[src/rtl/cpu_pkg.sv]
// cpu_pkg: shared constants and types for the fetch stage
package cpu_pkg;
    localparam logic [31:0] RESET_PC_DEFAULT = 32'h0040_0000;
    localparam logic [31:0] NOP_INSTR = 32'h0000_0000;
    typedef enum logic {RUN, HALT} fetch_state_t;
endpackage

[src/rtl/fetch_stage_if.sv]
// fetch_stage_if: fetch-stage control, ROM and IF/ID signals
interface fetch_stage_if #(parameter int ROM_AW = 14);
    logic              stall_f;
    logic              stall_d;
    logic              flush_d;
    logic              pc_src_d;
    logic [31:0]       pc_redirect_d;
    logic [ROM_AW-1:0] rom_addr;
    logic [31:0]       rom_instr;
    logic [31:0]       pc_f;
    logic [31:0]       instr_d;
    logic [31:0]       pcplus4_d;
    logic              valid_d;
    logic              fetch_err;
    modport master (
        output stall_f, stall_d, flush_d, pc_src_d, pc_redirect_d, rom_instr,
        input  rom_addr, pc_f, instr_d, pcplus4_d, valid_d, fetch_err
    );
    modport slave (
        input  stall_f, stall_d, flush_d, pc_src_d, pc_redirect_d, rom_instr,
        output rom_addr, pc_f, instr_d, pcplus4_d, valid_d, fetch_err
    );
endinterface

[src/rtl/fetch_stage_flopenrc.sv]
// flopenrc: register with async active-low reset, enable and enable-qualified sync clear
module flopenrc #(
    parameter int               WIDTH   = 32,
    parameter logic [WIDTH-1:0] RST_VAL = '0
) (
    input  logic             clk,
    input  logic             reset_n,
    input  logic             en,
    input  logic             clr,
    input  logic [WIDTH-1:0] d,
    output logic [WIDTH-1:0] q
);
    // load d (or zero when clearing) only while enabled
    always_ff @(posedge clk or negedge reset_n)
        if (!reset_n) q <= RST_VAL;
        else if (en) q <= clr ? '0 : d;
endmodule

[src/rtl/fetch_stage.sv]
// fetch_stage: PC register, next-PC select, ROM addressing and IF/ID register with halt FSM
module fetch_stage import cpu_pkg::*; #(
    parameter logic [31:0] RESET_PC = RESET_PC_DEFAULT,
    parameter int          ROM_AW   = 14
) (
    input logic         clk,
    input logic         reset_n,
    fetch_stage_if.slave bus
);
    fetch_state_t state, state_next;
    logic [31:0]  pc_plus4, pc_next;
    logic         in_range, misaligned, pc_en, ifid_clr;
    logic [64:0]  ifid_q;

    assign in_range   = bus.pc_f[31:ROM_AW+2] == RESET_PC[31:ROM_AW+2];
    assign misaligned = bus.pc_src_d && !bus.stall_f && bus.pc_redirect_d[1:0] != 2'b00;
    assign pc_plus4   = bus.pc_f + 32'd4;
    assign pc_next    = bus.pc_src_d ? bus.pc_redirect_d : pc_plus4;
    assign bus.rom_addr = bus.pc_f[ROM_AW+1:2];

    // state register: HALT is only left through reset
    always_ff @(posedge clk or negedge reset_n)
        if (!reset_n) state <= RUN;
        else state <= state_next;

    // halt on a misaligned redirect or a PC outside the ROM window
    always_comb
        state_next = (state == RUN && (misaligned || !in_range)) ? HALT : state;

    // PC advances only in RUN with a legal PC and target; IF/ID gets bubbles otherwise
    always_comb begin
        pc_en         = state == RUN && !bus.stall_f && !misaligned && in_range;
        ifid_clr      = bus.flush_d || state == HALT || !in_range;
        bus.fetch_err = state == HALT;
    end

    flopenrc #(.WIDTH(32), .RST_VAL(RESET_PC)) pc_reg (
        .clk(clk), .reset_n(reset_n), .en(pc_en), .clr(1'b0), .d(pc_next), .q(bus.pc_f)
    );

    flopenrc #(.WIDTH(65), .RST_VAL({NOP_INSTR, 32'h0, 1'b0})) ifid_reg (
        .clk(clk), .reset_n(reset_n), .en(!bus.stall_d), .clr(ifid_clr),
        .d({bus.rom_instr, pc_plus4, 1'b1}), .q(ifid_q)
    );

    assign {bus.instr_d, bus.pcplus4_d, bus.valid_d} = ifid_q;
endmodule

[src/flat_wrapper.sv]
// flat-port wrapper written by rule: the top's interface ports become plain ports
module fetch_stage_flat import cpu_pkg::*;
#(
    parameter logic [31:0] RESET_PC = RESET_PC_DEFAULT,
    parameter int          ROM_AW   = 14
)
  (clk, reset_n, bus_stall_f, bus_stall_d, bus_flush_d, bus_pc_src_d, bus_pc_redirect_d, bus_rom_instr, bus_rom_addr, bus_pc_f, bus_instr_d, bus_pcplus4_d, bus_valid_d, bus_fetch_err);
  fetch_stage_if #(.ROM_AW(ROM_AW)) bus_i ();
  input logic clk;
  input logic reset_n;
  input wire logic [$bits(bus_i.stall_f)-1:0] bus_stall_f;
  input wire logic [$bits(bus_i.stall_d)-1:0] bus_stall_d;
  input wire logic [$bits(bus_i.flush_d)-1:0] bus_flush_d;
  input wire logic [$bits(bus_i.pc_src_d)-1:0] bus_pc_src_d;
  input wire logic [$bits(bus_i.pc_redirect_d)-1:0] bus_pc_redirect_d;
  input wire logic [$bits(bus_i.rom_instr)-1:0] bus_rom_instr;
  output wire logic [$bits(bus_i.rom_addr)-1:0] bus_rom_addr;
  output wire logic [$bits(bus_i.pc_f)-1:0] bus_pc_f;
  output wire logic [$bits(bus_i.instr_d)-1:0] bus_instr_d;
  output wire logic [$bits(bus_i.pcplus4_d)-1:0] bus_pcplus4_d;
  output wire logic [$bits(bus_i.valid_d)-1:0] bus_valid_d;
  output wire logic [$bits(bus_i.fetch_err)-1:0] bus_fetch_err;
  assign bus_i.stall_f = bus_stall_f;
  assign bus_i.stall_d = bus_stall_d;
  assign bus_i.flush_d = bus_flush_d;
  assign bus_i.pc_src_d = bus_pc_src_d;
  assign bus_i.pc_redirect_d = bus_pc_redirect_d;
  assign bus_i.rom_instr = bus_rom_instr;
  assign bus_rom_addr = bus_i.rom_addr;
  assign bus_pc_f = bus_i.pc_f;
  assign bus_instr_d = bus_i.instr_d;
  assign bus_pcplus4_d = bus_i.pcplus4_d;
  assign bus_valid_d = bus_i.valid_d;
  assign bus_fetch_err = bus_i.fetch_err;
  fetch_stage #(.RESET_PC(RESET_PC), .ROM_AW(ROM_AW)) u_core (.clk(clk), .reset_n(reset_n), .bus(bus_i));
endmodule
[config.mk]
export PLATFORM = sky130hd
export DESIGN_NAME = fetch_stage_flat
export DESIGN_NICKNAME = d
export VERILOG_FILES = /design/src/rtl/cpu_pkg.sv /design/src/rtl/fetch_stage_if.sv /design/src/rtl/fetch_stage_flopenrc.sv /design/src/rtl/fetch_stage.sv /design/src/flat_wrapper.sv
export SDC_FILE = /design/constraint.sdc
export NUM_CORES = 1
export LEC_CHECK = 0
export CAP_MARGIN = 20
export CELL_PAD_IN_SITES_DETAIL_PLACEMENT = 2
export CELL_PAD_IN_SITES_GLOBAL_PLACEMENT = 2
export CORE_ASPECT_RATIO = 1.5
export CORE_MARGIN = 8
export CORE_UTILIZATION = 26
export DETAILED_ROUTE_END_ITERATION = 10
export PLACE_DENSITY = 0.88
export REMOVE_ABC_BUFFERS = 1
export SLEW_MARGIN = 20
export SYNTH_ARGS = -nofsm -noshare
export SYNTH_HDL_FRONTEND = slang
export SYNTH_SLANG_ARGS = --single-unit
[constraint.sdc]
create_clock -name clk -period 2.6 [get_ports clk]
set_input_delay 0.26 -clock clk [delete_from_list [all_inputs] [get_ports clk]]
set_output_delay 0.26 -clock clk [all_outputs]
set_load 0.05 [all_outputs]
After elaboration in Yosys (flattened, before gate mapping). Cells that the tools add are included.

Word-level logic and storage cells: 21. Latch bits: 0. Memory bits (writable): 0. Output and inout bits: 112. Memories kept: 0. Register bits after elaboration: 98. Input bits: 70. Memory bits (read-only): 0.

Eq/ne operators: 1. Order comparisons: 0. Bitwise gates (word level): 1. $add $sub $neg: 1. Div/mod/pow operators: 0. Mux-type cells: 2. Multipliers: 0. Reduce and logical (&&, ||, !) cells: 13. Shift operators: 0.

Operators by type and width (count): $mux 65 (1); $add 32x3->32 const B (1); $mux 32 (1); $eq 16x7->1 const B (1); $logic_and 1x1->1 (6); $logic_not 1->1 (3); $logic_or 1x1->1 (3); $reduce_bool 2->1 (1); $not 1->1 (1).

Longest topological paths before layout.
Word-level depth: 6. Mapped depth: 7. Depth with buffers taken out: 5.

By module. Synthesis repeated with hierarchy kept, for this count alone.

Cells, all modules: 621. Area, all modules: 5564.1 um^2.

Modules (own cells, without submodules): flopenrc at u_core.ifid_reg (seq. area each 1626.6 um^2, instances 1, area each 2815.2 um^2, cells an instance 281); flopenrc at u_core.pc_reg (seq. area each 802.0 um^2, instances 1, area each 1408.9 um^2, cells an instance 138); fetch_stage (seq. area each 25.0 um^2, instances 1, area each 1340.0 um^2, cells an instance 202).

Worst setup path after synthesis. OpenSTA, ideal clock, no wires.

Path type: reg2reg. Start point: reg u_core.pc_reg.q[22]. End point: reg u_core.ifid_reg.q[13]. Arrival: 2.062 ns. Path buffers: 3. Clock period less this slack: 2.137 ns. Setup slack: 0.463 ns. Required time: 2.526 ns. Cell stages (with the launch flop): 8. Library setup time: 0.074 ns. Path through: dfstp_2 > nor4b_2 > and3_1 > buf_4 > or4b_1 > buf_2 > buf_6 > o21ai_2.

Word-level cells in the longest chain between the ends: 4.

Ends and longest elaborated chain: from (decl) (RTL line fetch_stage_flopenrc.sv:11) `output logic [WIDTH-1:0] q`; from (signal assigned) (RTL line fetch_stage_flopenrc.sv:16) `else if (en) q <= clr ? '0 : d;`; $eq 16x7->1 (RTL line fetch_stage.sv:15) `assign in_range = bus.pc_f[31:ROM_AW+2] == RESET_PC[31:ROM_AW+2];`; $logic_not 1->1 (RTL line fetch_stage.sv:33) `ifid_clr = bus.flush_d || state == HALT || !in_range;`; $logic_or 1x1->1 (RTL line fetch_stage.sv:33); $mux 65 (RTL line fetch_stage_flopenrc.sv:16); to (signal assigned) (RTL line fetch_stage_flopenrc.sv:16); to (decl) (RTL line fetch_stage_flopenrc.sv:11).

Every way passes these cells. A chain may end at the register's enable or synchronous reset.

Final worst setup path.
Start point: reg u_core.pc_reg.q[6]. End point: out bus_rom_addr[4].

RTL lines: to (decl) (RTL line flat_wrapper.sv:17) `output wire logic [$bits(bus_i.rom_addr)-1:0] bus_rom_addr;`.

No word-level cell between the ends.

==> run_summary.xml <==
<?xml version="1.0" encoding="UTF-8"?>
<metrics>
  <group name="outcome">
    <metric name="outcome" unit="">finished with violations</metric>
    <metric name="violations" unit="">negative hold slack</metric>
  </group>
  <group name="worst_setup_path">
    <metric name="worstSetupEndpointType" unit="">primary output</metric>
    <metric name="crit_path_max_fanout" unit="">13</metric>
    <metric name="worst-endpoint-required" unit="ns">2.34</metric>
    <metric name="timing_worst_setup_path_type" unit="">reg -&gt; out</metric>
    <metric name="worst-r2r-cell-count" unit="">6</metric>
    <metric name="cp_data_arrival_time" unit="ns">1.91</metric>
    <metric name="worst_setup_path_start_kind" unit="">register</metric>
    <metric name="crit_path_top_delay_cell" unit="">sky130_fd_sc_hd__clkdlybuf4s50_1</metric>
    <metric name="timing.critical_path.slowest_cell_delay" unit="ns">0.91</metric>
    <metric name="reg2reg_slack" unit="ns">0.43</metric>
    <metric name="crit_buf_inv" unit="">1</metric>
    <metric name="r2r_start" unit="">u_core.pc_reg.q[22]$_DFFE_PN1P_</metric>
    <metric name="timing.critical_path.max_delay_family" unit="">buffers and inverters</metric>
    <metric name="worst_r2r_endpoint" unit="">u_core.ifid_reg.q[61]$_DFFE_PN0N_</metric>
    <metric name="crit_chain" unit="">clkdlybuf4s50_1</metric>
  </group>
  <group name="clock_network">
    <metric name="clock_latency_at_the_later_pin_of_the_worst_skew_pair" unit="ns">0.35</metric>
    <metric name="cts_hold_buffers" unit="">0</metric>
    <metric name="cts.repair.resized" unit="">0</metric>
    <metric name="clock-root-buffer" unit="">sky130_fd_sc_hd__clkbuf_16</metric>
    <metric name="cts_buffers" unit="">9</metric>
    <metric name="tritoncts" unit="">built</metric>
    <metric name="h-tree-depth" unit="">3</metric>
    <metric name="clock_sinks" unit="">98</metric>
    <metric name="worst_setup_hold_path_clk_slew" unit="ns">0.07</metric>
    <metric name="cts_max_path_buffers" unit="">2</metric>
    <metric name="postCtsSetupBuffers" unit="">0</metric>
  </group>
  <group name="global_route">
    <metric name="track_usage" unit="%">15.1</metric>
    <metric name="grt_pass1_wl" unit="µm">24800</metric>
    <metric name="antenna_found_initial" unit="">0</metric>
    <metric name="largest_net_degree_at_the_start_of_global_routing" unit="">66</metric>
    <metric name="first_global_vias" unit="">4204</metric>
    <metric name="gr-total-overflow" unit="">0</metric>
  </group>
  <group name="drt">
    <metric name="routed-via-count" unit="">3624</metric>
    <metric name="post_route_met1_wirelength" unit="µm">5880</metric>
    <metric name="drt_wl_total" unit="µm">15700</metric>
    <metric name="drtAntennaViolNets" unit="">0</metric>
    <metric name="met2_wire_length" unit="µm">8470</metric>
    <metric name="drt_first_pass_iters" unit="">4</metric>
    <metric name="drc" unit="">0</metric>
    <metric name="routed_wire_length_per_instance" unit="µm">21.3</metric>
    <metric name="route.top_layer_used" unit="">met4</metric>
    <metric name="dr_wl_met3" unit="µm">1030</metric>
    <metric name="viasPerCell" unit="">4.91</metric>
    <metric name="iteration_0_drc_markers" unit="">155</metric>
  </group>
  <group name="layout">
    <metric name="nFillCells" unit="">1719</metric>
    <metric name="post_route_core_utilization" unit="%">40.1</metric>
    <metric name="post_layout_nonfiller_instances" unit="">738</metric>
    <metric name="n_antenna_cell" unit="">0</metric>
    <metric name="layout.nets" unit="">598</metric>
    <metric name="post_route_cells_drive_above_1_share" unit="%">12.0</metric>
    <metric name="layout-area-overhead-vs-synth" unit="%">51.8</metric>
  </group>
  <group name="logic_synthesis">
    <metric name="synthesis.area" unit="mm²">0.00425</metric>
    <metric name="syn-mean-instance-area" unit="µm²">11.6</metric>
    <metric name="synth-edff-count" unit="">0</metric>
    <metric name="synth_fa_ha_area_share" unit="%">0.294</metric>
    <metric name="synth_compound_area_share" unit="%">19.7</metric>
    <metric name="post_synth_most_frequent_cells" unit="">sky130_fd_sc_hd__dfrtp_1, sky130_fd_sc_hd__a22o_1, sky130_fd_sc_hd__nand2_1, sky130_fd_sc_hd__clkbuf_1</metric>
    <metric name="post-synth-top-area-fraction" unit="%">57.1</metric>
    <metric name="post_synth_and_or_nand_nor_area_fraction" unit="%">12.8</metric>
    <metric name="post-synth-top-count-cell" unit="">sky130_fd_sc_hd__dfrtp_1</metric>
    <metric name="post_synth_mux_area_share" unit="%">1.03</metric>
    <metric name="syn_inst" unit="">368</metric>
    <metric name="netlist_top_cells_area" unit="">sky130_fd_sc_hd__dfrtp_1, sky130_fd_sc_hd__a22o_1, sky130_fd_sc_hd__a31o_2, sky130_fd_sc_hd__nand2_1, sky130_fd_sc_hd__buf_4</metric>
    <metric name="yosys_warnings" unit="">0</metric>
    <metric name="synth_xor_area_share" unit="%">2.68</metric>
    <metric name="async_flop_share" unit="%">100</metric>
    <metric name="yosysUniqueCellTypes" unit="">45</metric>
    <metric name="synth_flop_cell" unit="">sky130_fd_sc_hd__dfrtp_1</metric>
    <metric name="synth_top_family_by_area" unit="">compound AO/OA/AOI/OAI gates</metric>
    <metric name="synth-seq-area-share" unit="%">57.7</metric>
    <metric name="post-synth-top-area-cell" unit="">sky130_fd_sc_hd__dfrtp_1</metric>
    <metric name="synth-seq-cells" unit="">98</metric>
  </group>
  <group name="power">
    <metric name="power_density" unit="mW/mm²">468</metric>
    <metric name="p_total" unit="mW">3.02</metric>
    <metric name="power.static_leakage" unit="nW">2.73</metric>
    <metric name="power.ir.vdd_worst" unit="mV">0.355</metric>
  </group>
  <group name="timing">
    <metric name="hold_ws" unit="ns">-0.0187</metric>
    <metric name="worst_slew_pin_slew" unit="ns">0.765</metric>
    <metric name="min_period" unit="ns">2.17</metric>
    <metric name="slew_headroom" unit="%">49.0</metric>
    <metric name="final_hold_viol_count" unit="">16</metric>
    <metric name="final_min_period_over_clock_period" unit="%">83.5</metric>
    <metric name="unrepaired_setup_endpoints_after_global_routing" unit="">no</metric>
    <metric name="finClkSkew" unit="ns">0.0102</metric>
    <metric name="maxSlewViolCount" unit="">0</metric>
    <metric name="final.setup.tns" unit="ns">0</metric>
    <metric name="max_clock_freq" unit="MHz">461</metric>
    <metric name="setup_viol_count_final" unit="">0</metric>
  </group>
  <group name="floorplanning">
    <metric name="fp.dieArea" unit="mm²">0.0208</metric>
    <metric name="io_pins" unit="">182</metric>
    <metric name="die_h" unit="µm">173</metric>
    <metric name="initial_utilization" unit="%">26.4</metric>
    <metric name="core" unit="mm²">0.0161</metric>
    <metric name="num_rows" unit="">57</metric>
    <metric name="die_width" unit="µm">120</metric>
  </group>
  <group name="place">
    <metric name="finalWeightedCongestion" unit="">0.750</metric>
    <metric name="placed_cells_incl_taps" unit="">722</metric>
    <metric name="numPortBuffers" unit="">181</metric>
    <metric name="dp_hpwl" unit="µm">12000</metric>
  </group>
  <group name="min_path">
    <metric name="min_path_type" unit="">in -&gt; async</metric>
  </group>
  <group name="job">
    <metric name="drv.max_cap_violation_count" unit="">0</metric>
  </group>
</metrics>
## final cells by class
class,instances,area [µm²],share of cell area [%]
inverter,2,7.51,0.116
clock inverter,7,52.6,0.814
timing repair buffer,193,1910,29.5
tap,206,258,3.99
multi-input combinational,223,1550,24.1
clock buffer,9,225,3.49
sequential,98,2450,38.0
## layout by cell type (no fill, tap or decap), types with 9 or more instances in the layout
cell type                         count
sky130_fd_sc_hd__o21ai_0             16
sky130_fd_sc_hd__a31o_2              15
sky130_fd_sc_hd__nand3_1             13
sky130_fd_sc_hd__a22o_1              35
sky130_fd_sc_hd__a21oi_1             12
sky130_fd_sc_hd__a31oi_1             12
sky130_fd_sc_hd__dfrtp_1             97
sky130_fd_sc_hd__buf_4               12
sky130_fd_sc_hd__clkbuf_16            9
sky130_fd_sc_hd__and2_1              16
sky130_fd_sc_hd__nand2_1             32
sky130_fd_sc_hd__clkdlybuf4s50_1    179
## stage by stage
step	hold WS (ns)	cell area (µm²)	setup WS (ns)
after detailed placement	0.386	6180	0.428
final	-0.0187	6460	0.430
after global routing	0.0318	6460	0.265
after floorplan	-0.0356	4010	-0.0842
after CTS	0.0135	6460	0.402
after global placement	0.367	6180	0.537
## worst max-delay path by stage
stage,slack (ns),startpoint,endpoint,cells after the start
after floorplan,-0.08,u_core.pc_reg.q[22]$_DFFE_PN1P_,u_core.pc_reg.q[2]$_DFFE_PN0P_,4
after global placement,0.54,u_core.pc_reg.q[22]$_DFFE_PN1P_,u_core.ifid_reg.q[38]$_DFFE_PN0N_,6
after detailed placement,0.43,u_core.pc_reg.q[16]$_DFFE_PN0P_,u_core.ifid_reg.q[6]$_DFFE_PN0N_,5
after CTS,0.40,u_core.pc_reg.q[6]$_DFFE_PN0P_,bus_rom_addr[4],1
after global routing,0.27,u_core.pc_reg.q[22]$_DFFE_PN1P_,u_core.ifid_reg.q[61]$_DFFE_PN0N_,6
final,0.43,u_core.pc_reg.q[6]$_DFFE_PN0P_,bus_rom_addr[4],1
## cells by family (layout without fill, tap and decap cells)
kind of cell,Yosys count,count (layout)
fa+ha+maj,1,1
compound gates,113,113
buf+inv,47,211
xor+xnor,13,13
mux,4,4
flops,98,98
simple gates,92,92
## power by group
part	internal, mW	switching [mW]
Combinational	0.117	0.109
Clock	0.656	0.611
Sequential	1.53	0.00202
## flip-flops by register name, summed over array words and instances, names as in the netlist
| name | cells |
|---|---|
| u_core.ifid_reg.q | 65 |
| u_core.pc_reg.q | 32 |
| u_core.bus.fetch_err | 1 |
## layer usage
| layer | global-route usage [%] | up-vias |
|---|---|---|
| met5 | 0 | - |
| met4 | 4.50 | 0 |
| met3 | 4.56 | 18 |
| met2 | 28.0 | 125 |
| met1 | 15.7 | 1840 |
| li1 | - | 1641 |
Note: power is estimated with default switching activity, not from simulation.
